### src/rtl/btn_conditioner.sv
// Five-button front end: two-flop synchronizer, debounce filter and per-button
// auto-repeat, producing a debounced level and single-cycle press/repeat strobes.
module btn_conditioner #(
  parameter int unsigned DEBOUNCE_CYCLES = 1000000,
  parameter int unsigned REPEAT_DELAY    = 50000000,
  parameter int unsigned REPEAT_RATE     = 15000000,
  parameter logic [4:0]  REPEAT_MASK     = 5'b01111
) (
  input  logic       clk,
  input  logic       rst_n,
  input  logic [4:0] btn_raw,
  output logic [4:0] btn_level,
  output logic [4:0] btn_pulse
);

  localparam int unsigned DB_W    = $clog2(DEBOUNCE_CYCLES + 1);
  localparam int unsigned RPT_MAX = (REPEAT_DELAY > REPEAT_RATE) ? REPEAT_DELAY : REPEAT_RATE;
  localparam int unsigned RPT_W   = $clog2(RPT_MAX + 1);

  // Terminal values are one below the limit: the edge that would reach the
  // limit is the edge that acts, so counters never hold the limit itself.
  localparam logic [DB_W-1:0]  DB_LAST    = DB_W'(DEBOUNCE_CYCLES - 1);
  localparam logic [RPT_W-1:0] DELAY_LAST = RPT_W'(REPEAT_DELAY - 1);
  localparam logic [RPT_W-1:0] RATE_LAST  = RPT_W'(REPEAT_RATE - 1);

  typedef enum logic [1:0] {
    IDLE,
    DELAY,
    REPEAT
  } rpt_state_e;

  for (genvar i = 0; i < 5; i++) begin : g_ch
    logic             sync_a;
    logic             sync_b;
    logic [DB_W-1:0]  db_cnt;
    logic [DB_W-1:0]  db_cnt_next;
    logic             level;
    logic             level_next;
    logic             pulse;
    logic             pulse_next;
    rpt_state_e       state;
    rpt_state_e       state_next;
    logic [RPT_W-1:0] rpt_cnt;
    logic [RPT_W-1:0] rpt_cnt_next;

    // NOTE: every signal assigned here gets a default first, so no path
    // through the block can leave it unassigned and infer a latch.
    always_comb begin
      level_next  = level;
      db_cnt_next = '0;
      if (sync_b != level) begin
        if (db_cnt == DB_LAST) begin
          level_next = sync_b;
        end else begin
          db_cnt_next = db_cnt + DB_W'(1);
        end
      end
    end

    // The repeat FSM looks at the level being written this edge, so a release
    // landing on a repeat-due cycle suppresses that pulse.
    always_comb begin
      state_next   = state;
      rpt_cnt_next = rpt_cnt;
      pulse_next   = 1'b0;
      unique case (state)
        IDLE: begin
          rpt_cnt_next = '0;
          if (level_next && !level) begin
            pulse_next = 1'b1;
            if (REPEAT_MASK[i]) state_next = DELAY;
          end
        end
        DELAY: begin
          if (!level_next) begin
            state_next   = IDLE;
            rpt_cnt_next = '0;
          end else if (rpt_cnt == DELAY_LAST) begin
            pulse_next   = 1'b1;
            rpt_cnt_next = '0;
            state_next   = REPEAT;
          end else begin
            rpt_cnt_next = rpt_cnt + RPT_W'(1);
          end
        end
        REPEAT: begin
          if (!level_next) begin
            state_next   = IDLE;
            rpt_cnt_next = '0;
          end else if (rpt_cnt == RATE_LAST) begin
            pulse_next   = 1'b1;
            rpt_cnt_next = '0;
          end else begin
            rpt_cnt_next = rpt_cnt + RPT_W'(1);
          end
        end
        default: begin
          state_next   = IDLE;
          rpt_cnt_next = '0;
        end
      endcase
    end

    // NOTE: state is updated with non-blocking assignments so every flop
    // samples the pre-edge values, regardless of statement order.
    always_ff @(posedge clk or negedge rst_n) begin
      if (!rst_n) begin
        sync_a  <= 1'b0;
        sync_b  <= 1'b0;
        db_cnt  <= '0;
        level   <= 1'b0;
        pulse   <= 1'b0;
        state   <= IDLE;
        rpt_cnt <= '0;
      end else begin
        sync_a  <= btn_raw[i];
        sync_b  <= sync_a;
        db_cnt  <= db_cnt_next;
        level   <= level_next;
        pulse   <= pulse_next;
        state   <= state_next;
        rpt_cnt <= rpt_cnt_next;
      end
    end

    assign btn_level[i] = level;
    assign btn_pulse[i] = pulse;
  end

endmodule

### config.mk
export PLATFORM = sky130hd
export DESIGN_NAME = btn_conditioner
export DESIGN_NICKNAME = d
export VERILOG_FILES = /design/src/rtl/btn_conditioner.sv
export SDC_FILE = /design/constraint.sdc
export NUM_CORES = 1
export LEC_CHECK = 0
export ABC_AREA = 1
export BUFFER_PORTS_ARGS = -buffer_cell sky130_fd_sc_hd__buf_4
export CORE_ASPECT_RATIO = 0.7
export CORE_MARGIN = 2
export CORE_UTILIZATION = 57
export DETAILED_ROUTE_END_ITERATION = 8
export GPL_TIMING_DRIVEN = 0
export PLACE_DENSITY = 0.73
export SLEW_MARGIN = 30
export SYNTH_ARGS = -nofsm -noshare
export SYNTH_HDL_FRONTEND = slang
export SYNTH_SLANG_ARGS = --single-unit
### constraint.sdc
create_clock -name clk -period 2.1 [get_ports clk]
set_input_delay 0.42 -clock clk [delete_from_list [all_inputs] [get_ports clk]]
set_output_delay 0.42 -clock clk [all_outputs]
set_load 0.02 [all_outputs]
Word-level counts from Yosys, hierarchy flattened
Index checks and enable logic that the tools add are counted.

storage, ports and cells
  register bits = 260
  input port bits = 7
  output and inout bits = 10

operators by class
  $add $sub $neg = 10
  equal/unequal tests = 44
  muxes and demuxes = 99
  bitwise gates (word level) = 1
  reductions and logical operators = 20

operators with widths
  kind                                                                number
  26-bit 2-to-1 mux                                                   20
  26-bit case mux with 2 select lines                                 5
  20-bit 2-to-1 mux                                                   10
  26-bit by 1-bit adder with 26-bit output (second input constant)    5
  26-bit by 24-bit == test with 1-bit output (second input constant)  5
  26-bit == test (second input constant)                              5
  20-bit by 1-bit adder with 20-bit output (second input constant)    5
  20-bit == test (second input constant)                              5
  2-bit 2-to-1 mux                                                    19
  1-bit 2-to-1 mux                                                    35
  2-bit case mux with 3 select lines                                  5
  2-bit != test (second input constant)                               9
  3-bit != test (second input constant)                               5
  1-bit case mux with 3 select lines                                  5
  3-bit AND reduction                                                 5
  2-bit by 1-bit == test with 1-bit output (second input constant)    5
  2-bit == test (second input constant)                               5
  2-bit zero test                                                     5
  1-bit logical AND                                                   5
  1-bit zero test                                                     5
  1-bit != test                                                       5
  1-bit inverter                                                      1

Longest topological paths before layout
Gate-level depths: netlist (run 1).

  depth after elaboration = 6
  depth in mapped cells = 13
  gate-level depth less buffers = 12

Worst setup path after synthesis (run 1)
OpenSTA, ideal clock, no wires.

  path type = flip-flop to flip-flop
  start point = register g_ch[3].rpt_cnt[0]
  end point = register g_ch[3].rpt_cnt[9]
  data arrival time = 1.611 ns
  setup slack = 0.361 ns
  stages on the path, launching flop included = 10
  path buffers = 1
  clock period less this slack = 1.739 ns
  cells stage by stage = dfrtp_1 -> ha_1 -> nand3_2 -> nor3b_2 -> nand3_1 -> nand3_2 -> nand2_2 -> nand2_4 -> buf_12 -> nor2_4

on the way
  longest elaborated chain between the ends = 4
  elaborated cells between the ends (all ways) = 8
  classes of those cells = add/sub (1); eq/ne (2); mux (5)

ends and longest elaborated chain
  element                                                                 RTL line  RTL
  start, declared                                                         43        logic [RPT_W-1:0] rpt_cnt;
  start signal, assigned                                                  122       rpt_cnt <= rpt_cnt_next;
  26-bit by 1-bit adder with 26-bit output, or another cell as far along  83, 94
  26-bit 2-to-1 mux (on tied branches)                                    90, 78
  26-bit 2-to-1 mux (on tied branches)                                    87, 75
  26-bit case mux with 2 select lines *                                   66        unique case (state)
  via g_ch[3].rpt_cnt_next[9]                                             44        logic [RPT_W-1:0] rpt_cnt_next;

The timed path passes the listed nets; every way through them passes the cells marked *.
A chain may end at the register's enable or synchronous reset.

Worst setup path after layout (run 1)
  start point = register g_ch[3].rpt_cnt[0]
  end point = register g_ch[3].rpt_cnt[4]

Same word-level chain as after synthesis.

==> results of run 1 <==
## layout make-up
type / count / area share [%]
buffer: 23 / 1.604
clock buffer: 32 / 4.549
clock inverter: 12 / 1.152
inverter: 225 / 5.553
multi-input combinational: 1222 / 44.62
sequential: 232 / 38.20
tap: 318 / 2.616
timing repair buffer: 24 / 1.711
## where the power goes
part	total, mW	internal [mW]	switching (mW)
Clock	4.62	2.82	1.80
Combinational	0.224	0.0666	0.157
Sequential	4.53	4.50	0.0248
Total	9.37	7.39	1.99
## per-layer routing
metal,up-vias,wire [µm]
li1,5534,-
met1,5092,14620
met2,265,11510
met3,34,1328
met4,0,393
met5,-,0
## how the worst max path moves through the flow
stage,from,end,slack (ns)
floorplan,g_ch[3].rpt_cnt[0],g_ch[3].rpt_cnt[9],0.36
global placement,rst_n,g_ch[0].state[1],-1.19
detailed placement,g_ch[3].rpt_cnt[0],g_ch[3].rpt_cnt[4],0.007
CTS,g_ch[1].rpt_cnt[0],g_ch[1].rpt_cnt[2],0.02
global route,g_ch[4].db_cnt[0],g_ch[4].db_cnt[16],-0.03
finish,g_ch[3].rpt_cnt[0],g_ch[3].rpt_cnt[4],0.14
## stage by stage
step           area, µm²  setup WS [ns]  TNS [ns]  cells
5_1_grt            15210       -0.02877  -0.08000   2088
2_1_floorplan      13650         0.3612         0   1702
3_3_place_gp       14160         -1.191   -271.69   2036
6_report           15210         0.1438         0   2088
3_5_place_dp       14250       0.006620         0   2039
4_1_cts            15180        0.02347         0   2088
## flip-flops by register name, summed over array words and instances (netlist names)
name	cells
g_ch.db_cnt	100
g_ch.rpt_cnt	104
g_ch.sync_b	5
g_ch.pulse	5
g_ch.sync_a	5
g_ch.level	5
g_ch.state	8
## cell families after synthesis
kind of cell | after synthesis | share of synthesized area, %
simple gates | 978 | 35.82
buf+inv | 248 | 7.976
flops | 232 | 42.54
compound gates | 117 | 4.795
xor+xnor | 101 | 6.482
fa+ha+maj | 26 | 2.384
## cells in the final DEF (no fill, tap or decap), types with 9 or more instances in the layout
| cell type | n |
|---|---|
| nand2_1 | 316 |
| nor2_1 | 274 |
| dfrtp_1 | 229 |
| inv_1 | 219 |
| nand3_1 | 114 |
| xor2_1 | 77 |
| nor3_1 | 64 |
| nor2_4 | 63 |
| nand4_1 | 59 |
| a21oi_1 | 49 |
| o21ai_0 | 41 |
| nor2_2 | 34 |
| buf_4 | 26 |
| ha_1 | 26 |
| clkbuf_16 | 25 |
| xnor2_1 | 24 |
| nand2_2 | 9 |
## repair_timing
action,in CTS,in global routing
resized for setup,1,10
endpoints found under the setup margin,17,77
endpoints found under the hold margin,24,0
hold buffers,5,0
==> results.yml, run 1 <==
drt:
  vias_per_cell: 5.232
  drc_errors: 0
  ant_nets: 0
  routed_wl_um: 27850
  first_iter_violations: 1018
  wl_per_cell_um: 13.34
  firstDrtPassIters: 5
  vias: 10925
placed_design:
  numPortBuffers: 16
  gp_congestion: 0.9430
  place_hpwl_um: 20270
die:
  initial_utilization_pct: 57.87
  dieArea_mm2: 0.02522
  io_pins: 17
  coreArea_mm2: 0.02358
  die_w_um: 188.9
  std_cell_rows: 47
  die_h_um: 133.5
min_path:
  min_from: "btn_raw[2]"
  hold_class: "input port to flop"
  worstHoldPathCells: 1
  hold_end: "g_ch[2].sync_a"
finish:
  final_util_pct: 64.50
  layout-drive-gt1-share_pct: 12.71
  regArea_mm2: 0.005809
  syn2layout_area_growth_pct: 11.45
  fill_cells: 1993
  final_nets: 1785
  antenna-diode-count: 0
  multiInputGateArea_mm2: 0.006787
synth:
  ys_top_cells_by_count: "nand2_1 (317), nor2_1 (277), dfrtp_1 (232)"
  synth.avg_cell_area_um2: 8.018
  synthArstFlopShare_pct: 100.0
  synthFlopType: "dfrtp_1"
  synth_cells: 1702
  synth_area_mm2: 0.01365
  synth.distinct_cells: 46
  synth_most_common_cell: "nand2_1"
  syn_nets: 1735
  synth-edff-count: 0
  ys_ff_latch: 232
  yosysWarnings: 0
  ys_seq_area_share_pct: 42.54
  synth_top_cell_area_share_pct: 42.54
  synthTopCellsByArea: "dfrtp_1 (43%), nand2_1 (8.7%), nor2_1 (7.6%), inv_1 (6.0%), nor2_4 (5.1%)"
  yosysTopAreaCell: "dfrtp_1"
worst_setup_path:
  end_kind: "flop"
  start_kind: "flop"
  worstSetupPathType: "flop to flop"
  cp_slowest_stage_delay_ns: 0.41
  slowest_stage: "dfrtp_2"
  rr_startpoint: "g_ch[3].rpt_cnt[0]"
  crit_family: "simple AND/OR/NAND/NOR gates"
  arrival_ns: 2.36
  r2r.worst_path.cells: 9
  ff2ff_setup_slack_ns: 0.14
  crit_buf_inv: 1
  worstPathMaxFanout: 10
  cp_num_cells: 9
  worstPathCellList: "ha_1 -> nand3_4 -> nor3b_4 -> nand3_1 -> nand3_2 -> nand2_2 -> nand2_4 -> buf_12 -> nor2_4"
  worstPathRequired_ns: 2.51
  timing.rr.end: "g_ch[3].rpt_cnt[4]"
sta:
  rsz0062_at_grt: "yes"
  whs_ns: 0.02446
  relSlewSlack_pct: 66.28
  max_freq_ghz: 0.5112
  tightestPinTransition_ns: 0.5019
  finalMaxSlewViolations: 0
  finalSetupViolCount: 0
  finalHoldViolCount: 0
  finClkSkew_ns: 0.01171
  finalCriticalPeriod_ns: 1.956
  period_share_pct: 93.15
grt:
  overflow: 0
  grtUsageMet2_pct: 33.44
  grt_usage_pct: 22.99
  grt_max_degree: 81
  use_met3_pct: 3.109
  grt_pass1_wl_um: 48900
  top_usage_layer: "met1"
  antenna_found_initial: 0
  grt_pass1_vias: 10386
  grtUsageMet1_pct: 36.71
clock_network:
  postCtsSetupRepairBufs: 0
  htree_levels: 1
  clock-root-buffer: "clkbuf_16"
  cts_tree: "yes"
  clkSinkCount: 232
  clk_pin_slew_ns: 0.06
  cts_buffers: 24
  clkLatencyLatePin_ns: 0.52
  cts.path.max_buffers: 3
outcome:
  status: "completed"
power:
  leakage_nw: 6.513
  p_total_mw: 9.372
  peakVddDrop_uv: 591.0
  p_per_area_mw_per_mm2: 616.2
run:
  cap_violations: 0
No activity file was read; power rests on OpenSTA's default activity.
==> run 2: changes to the inputs <==
--- a/config.mk
+++ b/config.mk
@@ -10,6 +10,7 @@
 export CORE_ASPECT_RATIO = 0.7
 export CORE_MARGIN = 2
 export CORE_UTILIZATION = 57
+export CTS_BUF_LIST = sky130_fd_sc_hd__clkbuf_2
 export DETAILED_ROUTE_END_ITERATION = 8
 export GPL_TIMING_DRIVEN = 0
 export PLACE_DENSITY = 0.73
==> run 2 against run 1 <==
  * Core utilization shrank 1.5 points
  * First-iteration DRC count shrank 12%
  * Final area shrank 2.3%
==> results.yml, run 2 (synthesis gave the netlist of run 1 again) <==
clock_network:
  clkLatencyLatePin_ns: 0.86
  cts.path.max_buffers: 3
  htree_levels: 2
  clock-root-buffer: "clkbuf_2"
  clk_pin_slew_ns: 0.12
  cts_buffers: 56
  cts_tree: "yes"
  clkSinkCount: 232
placed_design:
  dpl_cell_area_mm2: 0.01425
  gp_congestion: 0.9430
  place_hpwl_um: 20270
  numPortBuffers: 16
drt:
  drc_errors: 0
  wl_per_cell_um: 12.97
  vias: 11068
  first_iter_violations: 893
  firstDrtPassIters: 6
  ant_nets: 0
  vias_per_cell: 5.148
  routed_wl_um: 27900
die:
  initial_utilization_pct: 57.87
  io_pins: 17
  coreArea_mm2: 0.02358
  die_w_um: 188.9
  std_cell_rows: 47
  dieArea_mm2: 0.02522
  die_h_um: 133.5
sta:
  finalHoldViolCount: 0
  finalSetupViolCount: 0
  tightestPinTransition_ns: 0.4908
  rsz0062_at_grt: "yes"
  relSlewSlack_pct: 67.03
  max_freq_ghz: 0.5074
  period_share_pct: 93.84
  finClkSkew_ns: 0.05187
  finalMaxSlewViolations: 0
  finalCriticalPeriod_ns: 1.971
finish:
  largestRegisters: "g_ch.rpt_cnt (104), g_ch.db_cnt (100), g_ch.state (8)"
  final_common_cell: "nand2_1"
  final_util_pct: 63.04
  syn2layout_area_growth_pct: 8.930
  final_nets: 1822
  layout_common_cells: "nand2_1 (315), nor2_1 (274), dfrtp_1 (229)"
  layout-drive-gt1-share_pct: 15.07
  largest-register: "g_ch.rpt_cnt"
  largest_reg_flops: 104
  finish.instance_area_mm2: 0.01487
grt:
  overflow: 0
  grt_pass1_vias: 10562
  grt_pass1_wl_um: 48990
  grt_max_degree: 81
  antenna_found_initial: 1
  grt_usage_pct: 23.23
power:
  p_per_area_mw_per_mm2: 512.4
  peakVddDrop_uv: 317.2
  leakage_nw: 6.487
outcome:
  status: "completed"
worst_setup_path:
  start_kind: "flop"
  worstPathRequired_ns: 2.82
  arrival_ns: 2.69
  end_kind: "flop"
  worstSetupPathType: "flop to flop"
  worstPathMaxFanout: 10
  ff2ff_setup_slack_ns: 0.13
min_path:
  hold_class: "input port to async pin"
run:
  cap_violations: 0
==> run 2: cell types whose count changed in the layout (fill, tap and decap cells not counted), moves of 2 or more <==
cell / change
clkbuf_2: +81
clkbuf_16: -25
clkinv_1: +14
bufinv_16: -4
clkbuf_8: -4
clkinv_4: -4
buf_4: +3
clkbuf_1: -3
inv_2: +2
==> run 2: layout make-up <==
class	count	area, µm²
Inverter	225	844.6
Multi-Input combinational cell	1222	6789
Tap cell	318	397.9
Fill cell	2111	8716
Buffer	21	229.0
Clock inverter	19	75.07
Sequential cell	232	5809
Timing Repair Buffer	31	312.8
Clock buffer	81	405.4
Antenna cell	1	2.502
==> run 2: timing repair <==
action | CTS | global route
hold buffers | 7 | 0
endpoints found under the setup margin | 30 | 80
endpoints found under the hold margin | 237 | 0
buffers inserted | 2 | 3
gates resized for setup | 2 | 10
==> run 2: metrics by stage <==
| stage | cells | worst slack, ns | TNS, ns | hold WS [ns] | power (mW) |
|---|---|---|---|---|---|
| after floorplan | 1702 | 0.3612 | 0 | 0.1244 | 4.688 |
| after global placement | 2036 | -1.191 | -271.69 | 0.3351 | 4.806 |
| after detailed placement | 2039 | 0.006620 | 0 | 0.2784 | 4.833 |
| after CTS | 2148 | 0.002334 | 0 | 0.07474 | 7.768 |
| after global routing | 2150 | -0.01730 | -0.07701 | 0.1092 | 8.027 |
| final | 2150 | 0.1293 | 0 | 0.1651 | 7.618 |
==> run 2: worst paths after layout <==
check	from	to	cells after the start
min in group clk	btn_raw[2]	g_ch[2].sync_a	2
hold / removal	rst_n	g_ch[1].db_cnt[10]	3
hold reg to reg	g_ch[3].sync_a	g_ch[3].sync_b	0
max in group asynchronous	rst_n	g_ch[1].db_cnt[19]	3
setup reg to reg	g_ch[3].rpt_cnt[0]	g_ch[3].rpt_cnt[2]	9
setup / recovery	g_ch[3].rpt_cnt[0]	g_ch[3].rpt_cnt[2]	9
==> run 2: worst max-delay path: stages, from the launching register on <==
cell     delay (ns)
dfrtp_2        0.43
ha_1           0.24
nand3_4        0.14
nor3b_4        0.34
nand3_1        0.15
nand3_2        0.11
nand2_2        0.06
nand2_4        0.13
buf_12         0.20
nor2_4         0.04
==> run 2: power by group <==
group,switching (mW),leakage (nW),total [mW],internal (mW)
Sequential,0.0250,3.20,4.52,4.50
Clock,1.83,0.379,2.87,1.04
Combinational,0.157,2.91,0.226,0.0687
Total,2.02,6.49,7.62,5.60
==> run 2: layer usage <==
metal | wire length (µm) | GRT usage (%)
met5 | 0 | 0
met1 | 14610 | 36.68
met2 | 11390 | 32.46
met3 | 1461 | 4.294
met4 | 442 | 6.250
